==> config.mk <==
export PLATFORM = sky130hd
export DESIGN_NAME = cache_bus_arbiter
export DESIGN_NICKNAME = d
export VERILOG_FILES = /design/src/rtl/cache_bus_arbiter_pkg.sv /design/src/rtl/cache_bus_arbiter_rr_picker.sv /design/src/rtl/cache_bus_arbiter.sv
export SDC_FILE = /design/constraint.sdc
export NUM_CORES = 1
export LEC_CHECK = 0
export ABC_CLOCK_PERIOD_IN_PS = 1900
export CAP_MARGIN = 10
export CORE_AREA = 5 5 165 167
export CTS_CLUSTER_DIAMETER = 80
export DETAILED_ROUTE_END_ITERATION = 6
export DIE_AREA = 0 0 170 172
export GPL_ROUTABILITY_DRIVEN = 0
export GPL_TIMING_DRIVEN = 1
export SLEW_MARGIN = 15
export SYNTH_ARGS = -nofsm -noshare
export SYNTH_HDL_FRONTEND = slang
export SYNTH_SLANG_ARGS = --single-unit
==> constraint.sdc <==
create_clock -name clk -period 1.9 [get_ports clk]
set_input_delay 0.285 -clock clk [delete_from_list [all_inputs] [get_ports clk]]
set_output_delay 0.285 -clock clk [all_outputs]
set_load 0.02 [all_outputs]
==> src/rtl/cache_bus_arbiter_pkg.sv <==
// Shared types for the cache bus arbiter: RAM handshake states, the
// arbiter FSM states, the requester class and a saturating counter helper.
package cache_bus_arbiter_pkg;

    typedef logic [31:0] word_t;

    localparam word_t WORD_MAX = '1;

    typedef enum logic [1:0] {
        FREE   = 2'd0,
        BUSY   = 2'd1,
        ACCESS = 2'd2,
        ERROR  = 2'd3
    } ramstate_t;

    typedef enum logic {
        IDLE  = 1'b0,
        SERVE = 1'b1
    } arb_state_t;

    typedef enum logic {
        ICLASS = 1'b0,
        DCLASS = 1'b1
    } req_class_t;

    // Increment that sticks at the all-ones value instead of wrapping.
    function automatic word_t sat_inc(input word_t value);
        return (value == WORD_MAX) ? value : value + word_t'(1);
    endfunction

endpackage

==> src/rtl/cache_bus_arbiter_rr_picker.sv <==
// Combinational round-robin picker: returns a one-hot grant for the first
// asserted request found when scanning upward from ptr, wrapping at NCPU.
module cache_bus_arbiter_rr_picker #(
    parameter int NCPU = 2,
    parameter int PW   = 1
) (
    input  logic [NCPU-1:0] req,
    input  logic [PW-1:0]   ptr,
    output logic [NCPU-1:0] gnt
);

    // Scan NCPU slots starting at ptr and keep only the first hit.
    always_comb begin
        // NOTE: every output gets a default before any branch so no path leaves it unassigned (no latch).
        gnt = '0;
        for (int off = 0; off < NCPU; off++) begin
            int slot;
            slot = int'(ptr) + off;
            if (slot >= NCPU) begin
                slot = slot - NCPU;
            end
            for (int k = 0; k < NCPU; k++) begin
                if (gnt == '0 && k == slot && req[k]) begin
                    gnt[k] = 1'b1;
                end
            end
        end
    end

endmodule

==> src/rtl/cache_bus_arbiter.sv <==
// Cache bus arbiter: shares one RAM port between the icache and dcache of
// NCPU cores. dcache beats icache, round-robin within a class, and a grant
// is held until the granted requester drops its request.
// Optional per-requester grant and stall counters: define ARB_STATS_EN.
module cache_bus_arbiter
    import cache_bus_arbiter_pkg::*;
#(
    parameter int NCPU   = 2,
    parameter int WORD_W = 32
) (
    input  logic                   clk,
    input  logic                   nRST,
    input  logic [NCPU-1:0]        iREN,
    input  logic [NCPU*WORD_W-1:0] iaddr,
    output logic [NCPU-1:0]        iwait,
    output logic [NCPU*WORD_W-1:0] iload,
    input  logic [NCPU-1:0]        dREN,
    input  logic [NCPU-1:0]        dWEN,
    input  logic [NCPU*WORD_W-1:0] daddr,
    input  logic [NCPU*WORD_W-1:0] dstore,
    output logic [NCPU-1:0]        dwait,
    output logic [NCPU*WORD_W-1:0] dload,
    output logic                   ramREN,
    output logic                   ramWEN,
    output logic [WORD_W-1:0]      ramaddr,
    output logic [WORD_W-1:0]      ramstore,
    input  logic [WORD_W-1:0]      ramload,
    input  logic [1:0]             ramstate,
    output logic                   bus_err
`ifdef ARB_STATS_EN
    ,
    output logic [NCPU*2*32-1:0]   grant_cnt,
    output logic [31:0]            stall_cnt
`endif
);

    localparam int PW = (NCPU > 1) ? $clog2(NCPU) : 1;

    arb_state_t state, state_n;
    req_class_t gnt_cls, gnt_cls_n;
    logic [PW-1:0] gnt_core, gnt_core_n;
    logic [PW-1:0] rr_ptr, rr_ptr_n;
    logic [PW-1:0] d_idx, i_idx;
    logic [NCPU-1:0] dreq, d_pick, i_pick;
    logic gnt_req;
    ramstate_t rs;

    assign rs   = ramstate_t'(ramstate);
    assign dreq = dREN | dWEN;

    cache_bus_arbiter_rr_picker #(.NCPU(NCPU), .PW(PW)) u_dpick (
        .req(dreq),
        .ptr(rr_ptr),
        .gnt(d_pick)
    );

    cache_bus_arbiter_rr_picker #(.NCPU(NCPU), .PW(PW)) u_ipick (
        .req(iREN),
        .ptr(rr_ptr),
        .gnt(i_pick)
    );

    // Encode the one-hot picks and look up whether the granted request is still up.
    always_comb begin
        d_idx   = '0;
        i_idx   = '0;
        gnt_req = 1'b0;
        for (int k = 0; k < NCPU; k++) begin
            if (d_pick[k]) d_idx = PW'(k);
            if (i_pick[k]) i_idx = PW'(k);
            if (gnt_core == PW'(k)) begin
                gnt_req = (gnt_cls == DCLASS) ? dreq[k] : iREN[k];
            end
        end
    end

    // Next state: latch a grant from IDLE, release it when the owner drops.
    always_comb begin
        state_n    = state;
        gnt_cls_n  = gnt_cls;
        gnt_core_n = gnt_core;
        rr_ptr_n   = rr_ptr;
        case (state)
            IDLE: begin
                if (|dreq) begin
                    gnt_cls_n  = DCLASS;
                    gnt_core_n = d_idx;
                    state_n    = SERVE;
                end else if (|iREN) begin
                    gnt_cls_n  = ICLASS;
                    gnt_core_n = i_idx;
                    state_n    = SERVE;
                end
            end
            SERVE: begin
                if (!gnt_req) begin
                    state_n  = IDLE;
                    rr_ptr_n = (gnt_core == PW'(NCPU - 1)) ? '0 : gnt_core + PW'(1);
                end
            end
            default: state_n = IDLE;
        endcase
    end

    // Route the granted requester to the RAM port and RAM status back to it.
    always_comb begin
        ramREN   = 1'b0;
        ramWEN   = 1'b0;
        ramaddr  = '0;
        ramstore = '0;
        iwait    = '1;
        dwait    = '1;
        iload    = '0;
        dload    = '0;
        if (state == SERVE) begin
            for (int k = 0; k < NCPU; k++) begin
                if (gnt_core == PW'(k)) begin
                    if (gnt_cls == DCLASS) begin
                        // Write wins when a dcache raises both strobes.
                        ramWEN   = dWEN[k];
                        ramREN   = dREN[k] & ~dWEN[k];
                        ramaddr  = daddr[k*WORD_W +: WORD_W];
                        ramstore = dstore[k*WORD_W +: WORD_W];
                        dwait[k] = (rs != ACCESS);
                        if (rs == ACCESS) dload[k*WORD_W +: WORD_W] = ramload;
                    end else begin
                        ramREN   = iREN[k];
                        ramaddr  = iaddr[k*WORD_W +: WORD_W];
                        iwait[k] = (rs != ACCESS);
                        if (rs == ACCESS) iload[k*WORD_W +: WORD_W] = ramload;
                    end
                end
            end
        end
    end

    // State, grant, round-robin pointer and sticky error registers.
    always_ff @(posedge clk or negedge nRST) begin
        if (!nRST) begin
            state    <= IDLE;
            gnt_cls  <= ICLASS;
            gnt_core <= '0;
            rr_ptr   <= '0;
            bus_err  <= 1'b0;
        end else begin
            // NOTE: non-blocking updates so every register samples pre-edge values.
            state    <= state_n;
            gnt_cls  <= gnt_cls_n;
            gnt_core <= gnt_core_n;
            rr_ptr   <= rr_ptr_n;
            if (state == SERVE && rs == ERROR) bus_err <= 1'b1;
        end
    end

`ifdef ARB_STATS_EN
    word_t grant_q [NCPU*2];
    word_t stall_q;
    logic  grant_evt;
    logic  pending;

    assign grant_evt = (state == IDLE) && (state_n == SERVE);
    assign pending   = (|iREN) || (|dreq);

    // Saturating grant counters per requester and a global stall counter.
    always_ff @(posedge clk or negedge nRST) begin
        if (!nRST) begin
            // NOTE: the counter array is a handful of flops, not RAM, so it is reset like any register.
            for (int g = 0; g < NCPU*2; g++) grant_q[g] <= '0;
            stall_q <= '0;
        end else begin
            for (int g = 0; g < NCPU*2; g++) begin
                if (grant_evt && gnt_core_n == PW'(g / 2) &&
                    gnt_cls_n == (((g % 2) != 0) ? DCLASS : ICLASS)) begin
                    grant_q[g] <= sat_inc(grant_q[g]);
                end
            end
            if (pending && rs != ACCESS) stall_q <= sat_inc(stall_q);
        end
    end

    for (genvar g = 0; g < NCPU*2; g++) begin : g_gcnt
        assign grant_cnt[g*32 +: 32] = grant_q[g];
    end
    assign stall_cnt = stall_q;
`endif

endmodule

==> impl_metrics.env <==
export IMPL_vias=4196
export IMPL_ios=433
export IMPL_io_buffers=432
export IMPL_worst_slack_ps=-198
export IMPL_placed_area_um2=7630
export IMPL_cp_arrival_ps=1810
export IMPL_antenna_found_initial=1
export IMPL_hold_class="primary input to async pin"
export IMPL_synth_area_leaders="and2_1 36%, mux4_2 26%, mux2i_1 12%"
export IMPL_cap_violations=0
export IMPL_fmax_mhz=477
export IMPL_dp_cells=1098
export IMPL_synthesis_nets=570
export IMPL_grt_busiest_layer="met2"
export IMPL_die_width_um=170
export IMPL_holdWs_ps=310
export IMPL_path_max_fanout=9
export IMPL_failed_checks="setup timing"
export IMPL_start_kind="flip-flop"
export IMPL_die_h_um=172
export IMPL_pre_cts_ws_ps=-517
export IMPL_grt_pass1_vias=4330
export IMPL_setup_tns_ps=-8600
export IMPL_hpwlAfterDp_um=15600
export IMPL_relSlewSlack=0.768
export IMPL_async_flop_share=1.00
export IMPL_via_per_inst=3.75
export IMPL_grt_util_met3=0.0288
export IMPL_r2r_cells=6
export IMPL_r2r_setup_slack_ps=420
export IMPL_mappedNetlistArea_um2=2800
export IMPL_crit_path_top_delay_cell="mux4_2"
export IMPL_grt_max_degree=37
export IMPL_insertion_delay_ps=230
export IMPL_start_util=0.109
export IMPL_wire_per_inst_um=17.1
export IMPL_period_minus_slack_ps=2100
export IMPL_synth_most_common_cell="and2_1"
export IMPL_finalClockSkew_ps=5.02
export IMPL_grt_use_met2=0.206
export IMPL_yosysUniqueCellTypes=31
export IMPL_drtPass1Iterations=4
export IMPL_power_mw=7.92
export IMPL_cts_buffers=3
export IMPL_area_delta_synth_final_pct=184
export IMPL_yosysSeqAreaShare=0.0447
export IMPL_criticalPathCategory="flip-flop to primary output"
export IMPL_die_area_um2=29200
export IMPL_p_leak_nw=3.48
export IMPL_finalWirelength_um=19100
export IMPL_synthTopCellsByCount="160 x and2_1, 35 x nor2_1, 33 x mux2i_1"
export IMPL_synth_top_area_share=0.358
export IMPL_drive_gt1_frac=0.409
export IMPL_synth_edff_count=0
export IMPL_num_rows=59
export IMPL_yosysTopAreaCell="and2_1"
export IMPL_drv_slew=0
export IMPL_antenna_left=0
export IMPL_ys_ff_latch=5
export IMPL_clkSinkCount=5
export IMPL_cts_tree="built"
export IMPL_finalInstanceArea_um2=7940
export IMPL_core_area_um2=25600
export IMPL_avgSynthCellArea_um2=8.33
export IMPL_p_per_area_nw_per_um2=997
export IMPL_cp_required_ps=1620
export IMPL_fin_crit_sh=1.10
export IMPL_grt_util_all_layers=0.114
export IMPL_synth_cells=336
export IMPL_synth_main_ff_cell="dfrtp_1"
export IMPL_grt_pass1_wl_um=25800
export IMPL_hold_violations=0
export IMPL_ir_drop_mv=0.540
export IMPL_drcViolationCount=0
export IMPL_grt_ovfl_total=0
export IMPL_reg2reg_from="gnt_cls$_DFFE_PN0P_"
export IMPL_root_buffer="clkbuf_16"
export IMPL_htree_levels=1
export IMPL_r2r_end="rr_ptr$_DFFE_PN0P_"
export IMPL_status="finished, violations left"
export IMPL_rsz0062_at_grt="yes"
export IMPL_final_cells=1119
export IMPL_drt_iter0_drc=134
export IMPL_clkSlewWorstSetupHoldPaths_ps=40
export IMPL_critPathMaxStageDelay_ps=530
export IMPL_crit_chain="buf_12 > buf_4 > mux4_2 > and2_1 > clkbuf_2"
export IMPL_ys_warn_count=0
export IMPL_grt_use_met1=0.136
export IMPL_tightest_slew_ps=349
export IMPL_final_nets=1018
export IMPL_finish_utilization=0.310
export IMPL_clockBufferDepth=2
export IMPL_finalSetupViolations=126
export IMPL_cp_end_kind="primary output"
sequential cells by signal, summed over array words and instances, names as in the netlist:
register / count
bus_err: 1
gnt_cls: 1
gnt_core: 1
rr_ptr: 1
state: 1
kinds of logic after synthesis:
logic type,count (synthesis),share of synthesized area
flip-flops,5,0.0447
buffers and inverters,39,0.0854
AO/OA/AOI/OAI,11,0.0268
AND/OR/NAND/NOR,216,0.468
multiplexers,65,0.376
final cells by class:
| class | count | area, µm² |
|---|---|---|
| clock buffers | 3 | 75.1 |
| flip-flops and latches | 5 | 131 |
| multi-input cells | 292 | 2560 |
| well taps | 335 | 419 |
| fillers | 2715 | 17700 |
| inverters | 8 | 32.5 |
| clock inverters | 1 | 5.00 |
| diodes | 1 | 2.50 |
| repair buffers | 474 | 4710 |
layer usage:
layer,vias up,wire length [µm]
met4,0,233
met3,12,1650
li1,2043,-
met1,1920,7350
met2,221,9850
met5,-,0
cell usage in the layout (no fill, tap or decap), drive strengths merged, types with 5 or more instances in the layout:
cell type	count
mux2i	33
nor2	39
buf	161
dlygate4sd2	22
dfrtp	5
inv	8
mux4	32
and2	160
clkbuf	41
clkdlybuf4s15	20
nand2	5
clkdlybuf4s50	232
report_power, final:
group	switching, mW	internal [mW]
Sequential	0.0637	0.160
Combinational	3.40	3.95
Clock	0.0795	0.276
worst max-delay path by stage:
stage / start / endpoint / slack (ps) / cells past startpoint
final: gnt_cls$_DFFE_PN0P_ / ramaddr[3] / -200 / 5
after floorplan: gnt_cls$_DFFE_PN0P_ / ramaddr[10] / 290 / 3
after global placement: ramstate[1] / dload[43] / -500 / 6
after detailed placement: ramstate[1] / dload[60] / -520 / 6
after global routing: gnt_cls$_DFFE_PN0P_ / ramaddr[3] / -240 / 5
after CTS: gnt_cls$_DFFE_PN0P_ / ramaddr[17] / -270 / 6
timing repair:
item | CTS | global route
pin swaps | 1 | 2
hold buffers | 0 | 0
gates resized for setup | 577 | 359
cloned | 4 | 3
endpoints found under the setup margin | 198 | 198
buffers inserted | 4 | 7
critical path, delay by kind of cell (launching register included):
family	cells	cell delay (ps)
mux	1	530
buf+inv	3	430
flops	1	430
simple gates	1	180
No activity file was read; power rests on OpenSTA's default activity.
